`config.mk`:
```
export PLATFORM = sky130hd
export DESIGN_NAME = rom_pic_reader
export DESIGN_NICKNAME = d
export VERILOG_FILES = /design/src/rtl/rom_pic_pkg.sv /design/src/rtl/rom_pic_reader_rgb2gray.sv /design/src/rtl/rom_pic_reader.sv
export SDC_FILE = /design/constraint.sdc
export NUM_CORES = 1
export LEC_CHECK = 0
export CAP_MARGIN = 5
export CELL_PAD_IN_SITES_DETAIL_PLACEMENT = 0
export CELL_PAD_IN_SITES_GLOBAL_PLACEMENT = 1
export CORE_MARGIN = 2
export CORE_UTILIZATION = 45
export CTS_CLUSTER_SIZE = 25
export DETAILED_ROUTE_END_ITERATION = 16
export HOLD_SLACK_MARGIN = 0.06
export PLACE_DENSITY = 0.87
export SLEW_MARGIN = 20
export SYNTH_ARGS = -nofsm -noshare
export SYNTH_HDL_FRONTEND = slang
export SYNTH_SLANG_ARGS = --single-unit
```
`constraint.sdc`:
```
create_clock -name clk -period 7.4 [get_ports clk]
set_input_delay 1.85 -clock clk [delete_from_list [all_inputs] [get_ports clk]]
set_output_delay 1.85 -clock clk [all_outputs]
set_load 0.1 [all_outputs]
```
`src/rtl/rom_pic_pkg.sv`:
```
// rom_pic_pkg: shared constants, sync bundle type and luma helper for the picture ROM reader
package rom_pic_pkg;
    localparam logic [23:0] BG_COLOR_DEF = 24'h000000;
    localparam logic [7:0] LUMA_R = 8'd77;
    localparam logic [7:0] LUMA_G = 8'd150;
    localparam logic [7:0] LUMA_B = 8'd29;
    localparam int R_HI = 23;
    localparam int R_LO = 16;
    localparam int G_HI = 15;
    localparam int G_LO = 8;
    localparam int B_HI = 7;
    localparam int B_LO = 0;
    typedef struct packed {
        logic vs;
        logic hs;
        logic de;
    } sync_t;
    function automatic logic [17:0] luma_sum(input logic [23:0] c);
        return 18'(LUMA_R) * 18'(c[R_HI:R_LO]) + 18'(LUMA_G) * 18'(c[G_HI:G_LO]) + 18'(LUMA_B) * 18'(c[B_HI:B_LO]);
    endfunction
endpackage

```
`src/rtl/rom_pic_reader_rgb2gray.sv`:
```
// rgb2gray: registered RGB888 -> 8-bit luma, 1 clk latency, truncating (no rounding)
// ports: clk, rst_n (async active-low), rgb in [23:0], gray out [7:0]
module rgb2gray import rom_pic_pkg::*; (
    input  logic        clk,
    input  logic        rst_n,
    input  logic [23:0] rgb,
    output logic [7:0]  gray
);
    logic [17:0] sum;
    always_comb sum = luma_sum(rgb);
    always_ff @(posedge clk or negedge rst_n) begin
        if (!rst_n)
            gray <= '0;
        else
            gray <= 8'(sum >> 8);
    end
endmodule

```
`src/rtl/rom_pic_reader.sv`:
```
// rom_pic_reader: scans the picture ROM into a window of the video frame, 3 clk latency
// ports: clk, rst_n (async active-low), vs_in/hs_in/de_in timing in,
//        rom_addr (registered) / rom_rd_data (1 clk read latency),
//        vs_out/hs_out/de_out delayed syncs, rgb_out pixel, gray_out luma
module rom_pic_reader import rom_pic_pkg::*; #(
    parameter int          H_ACT    = 1920,
    parameter int          V_ACT    = 1080,
    parameter int          IMG_W    = 256,
    parameter int          IMG_H    = 256,
    parameter int          WIN_X    = 832,
    parameter int          WIN_Y    = 412,
    parameter int          ADDR_W   = 16,
    parameter int          DATA_W   = 24,
    parameter logic [23:0] BG_COLOR = BG_COLOR_DEF
) (
    input  logic              clk,
    input  logic              rst_n,
    input  logic              vs_in,
    input  logic              hs_in,
    input  logic              de_in,
    output logic [ADDR_W-1:0] rom_addr,
    input  logic [DATA_W-1:0] rom_rd_data,
    output logic              vs_out,
    output logic              hs_out,
    output logic              de_out,
    output logic [23:0]       rgb_out,
    output logic [7:0]        gray_out
);
    localparam logic [11:0] X_LO = 12'(WIN_X);
    localparam logic [11:0] X_HI = 12'(WIN_X + IMG_W);
    localparam logic [11:0] X_ACT = 12'(H_ACT);
    localparam logic [10:0] Y_LO = 11'(WIN_Y);
    localparam logic [10:0] Y_HI = 11'(WIN_Y + IMG_H);
    localparam logic [10:0] Y_ACT = 11'(V_ACT);
    localparam logic [ADDR_W-1:0] ROW_STEP = ADDR_W'(IMG_W);

    if (longint'(IMG_W) * longint'(IMG_H) > (longint'(1) << ADDR_W)) begin : g_addr_chk
        $error("rom_pic_reader: IMG_W*IMG_H does not fit in ADDR_W");
    end
    if (DATA_W != 24) begin : g_data_chk
        $error("rom_pic_reader: DATA_W must be 24");
    end

    logic              vs_d;
    logic              de_d;
    logic              frame_ok;
    logic [11:0]       x_cnt;
    logic [10:0]       y_cnt;
    logic [ADDR_W-1:0] row_base;
    logic              win_d1;
    logic              win_d2;
    sync_t             sync_d1;
    sync_t             sync_d2;
    logic              vs_rise;
    logic              de_fall;
    logic              y_img;
    logic              in_win;
    logic [23:0]       sel;

    always_comb begin
        vs_rise = vs_in & ~vs_d;
        de_fall = de_d & ~de_in;
        y_img = y_cnt >= Y_LO && y_cnt < Y_HI;
        in_win = frame_ok && de_in && x_cnt >= X_LO && x_cnt < X_HI && x_cnt < X_ACT && y_img && y_cnt < Y_ACT;
        sel = win_d2 ? rom_rd_data : BG_COLOR;
    end

    // vs clear takes priority over the de-fall increment for y_cnt and row_base
    always_ff @(posedge clk or negedge rst_n) begin
        if (!rst_n) begin
            vs_d <= 1'b0;
            de_d <= 1'b0;
            frame_ok <= 1'b0;
            x_cnt <= '0;
            y_cnt <= '0;
            row_base <= '0;
            rom_addr <= '0;
            win_d1 <= 1'b0;
            win_d2 <= 1'b0;
            sync_d1 <= '0;
            sync_d2 <= '0;
            vs_out <= 1'b0;
            hs_out <= 1'b0;
            de_out <= 1'b0;
            rgb_out <= '0;
        end else begin
            vs_d <= vs_in;
            de_d <= de_in;
            frame_ok <= frame_ok | vs_rise;
            x_cnt <= !de_in ? '0 : &x_cnt ? x_cnt : x_cnt + 12'd1;
            y_cnt <= vs_rise ? '0 : !de_fall || &y_cnt ? y_cnt : y_cnt + 11'd1;
            row_base <= vs_rise ? '0 : de_fall && y_img ? row_base + ROW_STEP : row_base;
            rom_addr <= in_win ? row_base + ADDR_W'(x_cnt - X_LO) : rom_addr;
            win_d1 <= in_win;
            win_d2 <= win_d1;
            sync_d1 <= {vs_in, hs_in, de_in};
            sync_d2 <= sync_d1;
            {vs_out, hs_out, de_out} <= sync_d2;
            rgb_out <= sel;
        end
    end

    // luma register sits in parallel with rgb_out, both fed by the stage-3 select
    rgb2gray u_gray (
        .clk   (clk),
        .rst_n (rst_n),
        .rgb   (sel),
        .gray  (gray_out)
    );
endmodule

```
==> flow_metrics.py, run 1 <==
metrics = {
    "status": {
        "status": "completed",
    },
    "sta": {
        "skew_ns": 0.007049,
        "relSlewSlack_pct": 33.79,
        "whs_ns": 0.3493,
        "hold_violations": 0,
        "fin_crit_ns": 7.234,
        "post-route-period-util_pct": 97.75,
        "finalSetupViolCount": 0,
        "timing.final.ws_setup_ns": 0.1663,
        "setup_tns_ns": 0,
        "rsz0062_at_grt": "no",
        "tightest_slew_ns": 0.9900,
        "fmax_mhz": 138.2,
        "slew_viol_final": 0,
    },
    "worst_setup_path": {
        "startpoint_type": "input pin",
        "slowest_delay_ns": 0.54,
        "critPathKind": "input pin to flop",
        "critPathSlowestCell": "fa_1",
        "critPathMaxFanout": 4,
        "critPathArrivalTime_ns": 7.46,
        "end_kind": "flop",
        "required_ns": 7.63,
    },
    "synth": {
        "netlist.area_leader.share_pct": 32.49,
        "syn-num-nets": 850,
        "synth_warnings": 0,
        "syn-cell-area_mm2": 0.007008,
        "async_flop_share_pct": 100.0,
        "synth_area_per_cell_um2": 10.41,
        "synth_edf_count": 0,
        "synth_area_leaders": "dfrtp_1 32%, ha_1 17%, fa_1 16%, inv_1 5.4%, xor2_1 3.5%",
        "yosysMostFrequentCell": "inv_1",
        "syn_inst": 673,
        "ys.flop_type": "dfrtp_1",
        "ys_seq_area_share_pct": 32.49,
        "synth.top_cells.by_count": "100 x inv_1, 93 x ha_1, 91 x dfrtp_1",
        "synth_cell_types": 50,
        "yosys.area.top_type": "dfrtp_1",
        "ys_ff_latch": 91,
    },
    "min_path": {
        "min_path_type": "flop to flop",
    },
    "layout": {
        "fillers": 1273,
        "regArea_mm2": 0.002277,
        "finalNonFillerCells": 981,
        "drive_gt1_share_pct": 14.38,
        "multi_input_area_mm2": 0.004501,
        "final_nets": 965,
        "area_delta_synth_final_pct": 25.80,
        "post-route-util_pct": 57.99,
        "antenna_cells": 0,
    },
    "global_route": {
        "gr-total-overflow": 0,
        "grt_pass1_vias": 5285,
        "grt_usage_pct": 18.27,
        "antenna_found_initial": 0,
        "grt_max_degree": 92,
        "grt_pass1_wl_mm": 24.30,
    },
    "pwr": {
        "pwr-share-clk_pct": 45.8,
        "p_int_uw": 796.1,
        "power.density_mw_per_mm2": 118.4,
        "p_seq_share_pct": 48.8,
        "power_switching_uw": 247.9,
        "vdd_drop_max_v": 0.0001377,
        "p_sw_share_pct": 23.75,
        "leakage_uw": 0.004625,
        "comb_power_share_pct": 5.4,
    },
    "cts": {
        "cts_tree": "yes",
        "clock_path_buffers": 2,
        "cts_buffers": 9,
        "htree_num_levels": 3,
        "root_buffer": "clkbuf_16",
        "clk_latency_ns": 0.35,
        "cts_hold_buf": 0,
        "clk_pin_slew_ns": 0.07,
        "clkSinkCount": 91,
    },
    "place": {
        "place_ws_ns": -0.7572,
        "dp.cells": 960,
        "io_buffers": 79,
        "gp_congestion": 0.8250,
        "hpwl_mm": 10.83,
    },
    "floorplan": {
        "die_w_um": 128.8,
        "die-area_mm2": 0.01659,
        "ios": 80,
        "rows": 45,
        "core_mm2": 0.01520,
        "start_util_pct": 46.10,
        "die_y_um": 128.8,
    },
    "detailed_routing": {
        "dr.pass1.iters": 4,
        "antenna_left": 0,
        "vias_per_cell": 5.040,
        "drt-initial-drc-count": 227,
        "top_layer_used": "met4",
        "drc": 0,
        "wl_met2_mm": 7.373,
        "detail_route.wl_per_cell_um": 14.36,
        "dr_total_vias": 4944,
        "route.final.wire_length_mm": 14.09,
        "drt-met1-wl_mm": 6.161,
        "route.met3.wl_um": 347,
    },
    "run": {
        "max_cap_violations": 0,
    },
}
## timing repair
action                                  CTS  global route
gates cloned                              0             0
pin swaps                                26            21
buffers inserted                          2             3
gates resized for setup                  26            19
endpoints found under the setup margin    4             6
## power by group through the flow
stage                     Sequential (µW)  Combinational [µW]  Clock [µW]
after floorplan                       524                17.7           0
after global placement                519                55.4           0
after detailed placement              520                58.0           0
after CTS                             510                57.7         494
after global routing                  511                62.7         511
final                                 510                56.2         478
## area by class of cell
class	count	area share, %
Multi-Input combinational cell	464	51.05
Clock inverter	7	0.9935
Tap cell	188	2.668
Timing Repair Buffer	122	12.65
Clock buffer	9	2.555
Inverter	100	4.258
Sequential cell	91	25.83
## routing by layer
metal  track usage [%]  up-vias
met2             32.68       59
met3             2.786       15
li1                  -     2424
met1             22.82     2446
met4             5.627        0
met5                 0        -
## per-stage QoR
| step | total power [µW] | area [µm²] |
|---|---|---|
| 6_report | 1044 | 8816 |
| 5_1_grt | 1085 | 8816 |
| 2_1_floorplan | 541.8 | 7079 |
| 3_5_place_dp | 577.6 | 8310 |
| 3_3_place_gp | 574.5 | 8310 |
| 4_1_cts | 1062 | 8760 |
## cell families (layout without fill, tap and decap cells)
| logic type | after synthesis | in the layout | synth area share [%] |
|---|---|---|---|
| fa+ha+maj | 148 | 148 | 32.32 |
| flops | 91 | 91 | 32.49 |
| buf+inv | 118 | 238 | 6.463 |
| simple gates | 175 | 175 | 12.60 |
| xor+xnor | 54 | 54 | 6.749 |
| compound gates | 73 | 73 | 6.892 |
| mux | 14 | 14 | 2.482 |
## worst max-delay path, delay by kind of cell
kind            cells  cell delay, ns
compound gates      3            0.46
xor+xnor            2            0.31
fa+ha+maj          10            3.78
buf+inv             6            0.47
simple gates        4            0.61
## worst paths after layout
check | from | endpoint | slack (ns) | cells past startpoint
setup / recovery | rom_rd_data[13] | u_gray.gray[7] | 0.17 | 25
hold / removal | sync_d2[2] | vs_out | 0.35 | 0
setup reg to reg | win_d2 | u_gray.gray[7] | 1.15 | 22
hold reg to reg | sync_d2[2] | vs_out | 0.35 | 0
max in group asynchronous | rst_n | rgb_out[10] | 5.29 | 1
min in group asynchronous | rst_n | hs_out | 1.58 | 1
## state kept, by name, summed over array words and instances (netlist names)
| name | flops |
|---|---|
| rom_addr | 16 |
| hs_out | 1 |
| frame_ok | 1 |
| u_gray.gray | 8 |
| x_cnt | 12 |
| win_d2 | 1 |
| de_out | 1 |
| row_base | 8 |
| sync_d2 | 3 |
| rgb_out | 24 |
| sync_d1 | 3 |
| y_cnt | 11 |
| vs_out | 1 |
| win_d1 | 1 |
## cell usage in the layout, fill, tap and decap left out, types with 9 or more instances in the layout
cell	n
a21oi_1	13
clkbuf_16	9
nor2_1	44
ha_4	10
buf_4	42
xnor2_1	26
nand3_1	11
xor2_1	27
dfrtp_1	91
and3_1	9
clkdlybuf4s50_1	71
fa_1	55
ha_1	83
o21ai_0	17
nand2_1	37
and2_1	24
inv_1	94
Note: power is estimated with default switching activity, not from simulation.
==> run 2, diff against run 1 <==
--- a/config.mk
+++ b/config.mk
@@ -10,9 +10,10 @@
 export CELL_PAD_IN_SITES_GLOBAL_PLACEMENT = 1
 export CORE_MARGIN = 2
-export CORE_UTILIZATION = 45
+export CORE_UTILIZATION = 46
+export CTS_BUF_LIST = sky130_fd_sc_hd__clkbuf_8
 export CTS_CLUSTER_SIZE = 25
 export DETAILED_ROUTE_END_ITERATION = 16
 export HOLD_SLACK_MARGIN = 0.06
-export PLACE_DENSITY = 0.87
+export PLACE_DENSITY = 0.88
 export SLEW_MARGIN = 20
 export SYNTH_ARGS = -nofsm -noshare
==> constraint.sdc (replaced) <==
create_clock -name clk -period 7.4 [get_ports clk]
set_input_delay 1.85 -clock clk [delete_from_list [all_inputs] [get_ports clk]]
set_output_delay 1.85 -clock clk [all_outputs]
set_load 0.02 [all_outputs]
==> run 2 against run 1 <==
Net effect: via count is 1.1% higher; first-iteration DRC count is 12% lower; sequential power hardly changed; core utilization is 0.15 points lower; critical path depth is 2 lower; die area is 2.1% lower; setup slack better by 0.043 ns; fmax is 0.60% higher; flip-flop and latch count stayed put.
==> flow_metrics.py, run 2 (synthesized netlist as in run 1, its figures left out) <==
metrics = {
    "global_route": {
        "grt_usage_pct": 18.64,
        "grt_max_degree": 65,
        "top_usage_layer": "met2",
        "grt_use_met3_pct": 3.224,
        "globalRouteMet1Util_pct": 22.81,
        "grt_pass1_vias": 5224,
        "grt_pass1_wl_mm": 24.21,
        "gr-total-overflow": 0,
        "antenna_found_initial": 1,
        "grtUsageMet2_pct": 33.00,
    },
    "floorplan": {
        "die_w_um": 127.4,
        "ios": 80,
        "die-area_mm2": 0.01624,
        "rows": 45,
        "core_mm2": 0.01503,
        "start_util_pct": 46.62,
        "die_y_um": 127.4,
    },
    "status": {
        "status": "completed",
    },
    "layout": {
        "fillers": 1245,
        "top_register": "rgb_out",
        "reg.largest.list": "rgb_out (24), rom_addr (16), x_cnt (12)",
        "regArea_mm2": 0.002277,
        "final_common_cell": "inv_1",
        "multi_input_area_mm2": 0.004498,
        "drive_gt1_share_pct": 14.12,
        "final_nets": 965,
        "antenna_cells": 0,
        "area_delta_synth_final_pct": 24.08,
        "layout_common_cells": "98 x inv_1, 91 x dfrtp_1, 83 x ha_1, 71 x clkdlybuf4s50_1, 54 x fa_1",
        "post-route-util_pct": 57.84,
        "largest_reg_flops": 24,
    },
    "detailed_routing": {
        "antenna_left": 0,
        "vias_per_cell": 5.094,
        "drt-initial-drc-count": 200,
        "dr_total_vias": 4997,
        "detail_route.wl_per_cell_um": 14.48,
        "dr.pass1.iters": 4,
        "drc": 0,
        "route.final.wire_length_mm": 14.20,
    },
    "worst_setup_path": {
        "critPathMaxFanout": 4,
        "slowest_delay_ns": 0.54,
        "required_ns": 7.66,
        "critPathMostFrequentCell": "fa_1",
        "cp_top_family": "adder cells",
        "critPathArrivalTime_ns": 7.45,
        "critPathKind": "input pin to flop",
        "critPathBufInv": 5,
        "worstPathCellList": "buf_6 -> and2_4 -> ha_4 -> ha_4 -> inv_2 -> fa_1 -> fa_1 -> inv_2 -> ha_4 -> xor2_2 -> fa_1 -> fa_1 -> inv_2 -> fa_1 -> inv_1 -> fa_1 -> ha_4 -> and3_4 -> and3_4 -> nand3_4 -> a21boi_4 -> a221oi_2 -> xnor2_1",
        "end_kind": "flop",
        "critPathSlowestCell": "fa_1",
        "startpoint_type": "input pin",
    },
    "place": {
        "io_buffers": 79,
        "hpwl_mm": 11.17,
        "gp_congestion": 0.8681,
    },
    "cts": {
        "root_buffer": "clkbuf_8",
        "cts_buffers": 9,
        "clk_pin_slew_ns": 0.09,
        "clock_path_buffers": 2,
        "cts_hold_buf": 0,
        "cts_tree": "yes",
        "htree_num_levels": 3,
        "clk_latency_ns": 0.38,
        "clkSinkCount": 91,
    },
    "pwr": {
        "vdd_drop_max_v": 0.00008686,
        "leakage_uw": 0.004581,
        "power.density_mw_per_mm2": 103.9,
        "total_power_uw": 903.6,
    },
    "min_path": {
        "min_path_type": "flop to flop",
    },
    "sta": {
        "whs_ns": 0.3523,
        "post-route-period-util_pct": 97.17,
        "fmax_mhz": 139.1,
        "fin_crit_ns": 7.190,
        "skew_ns": 0.009423,
        "slew_viol_final": 0,
        "hold_violations": 0,
        "tightest_slew_ns": 0.7911,
        "relSlewSlack_pct": 46.86,
        "finalSetupViolCount": 0,
    },
    "run": {
        "max_cap_violations": 0,
    },
}
run 2: area by class of cell:
type / instances / share of cell area [%]
Multi-Input combinational cell: 464 / 51.73
Sequential cell: 91 / 26.19
Timing Repair Buffer: 122 / 12.82
Inverter: 100 / 4.317
Tap cell: 188 / 2.705
Clock buffer: 10 / 1.583
Clock inverter: 6 / 0.6619
run 2: power breakdown:
| group | internal (µW) | switching [µW] | leakage [µW] |
|---|---|---|---|
| sequential | 504 | 5.77 | 0.00124 |
| clock | 163 | 179 | 0.000107 |
| combinational | 24.2 | 27.5 | 0.00323 |
| total | 691 | 213 | 0.00458 |
run 2: worst paths after layout:
check,slack (ns),start,cells past startpoint,endpoint
max in group asynchronous,4.93,rst_n,2,x_cnt[1]
setup reg to reg,1.11,win_d2,22,u_gray.gray[7]
min in group asynchronous,1.39,rst_n,1,hs_out
setup / recovery,0.21,rom_rd_data[12],23,u_gray.gray[7]
hold reg to reg,0.35,sync_d2[0],0,de_out
hold / removal,0.35,sync_d2[0],0,de_out
run 2: through the flow:
step | std cells | instance area (µm²) | setup TNS, ns | worst slack (ns)
after floorplan | 673 | 7079 | 0 | 0.003350
after global placement | 963 | 8333 | -3.177 | -0.6875
after detailed placement | 963 | 8333 | -3.610 | -0.8201
after CTS | 979 | 8653 | 0 | 0.01361
after global routing | 981 | 8696 | -0.008629 | -0.008629
final | 981 | 8696 | 0 | 0.2096
run 2: what timing repair did:
item / CTS / global route
pin swaps: 26 / 18
gates resized for setup: 27 / 20
cloned: 0 / 0
buffers inserted: 0 / 2
setup endpoints to repair: 4 / 7
run 2: layer usage:
layer  routed length [µm]  vias to the layer above
li1                     -                     2428
met1                 6020                     2460
met2                 7376                       79
met3                  440                       28
met4                  354                        2
met5                   12                        -
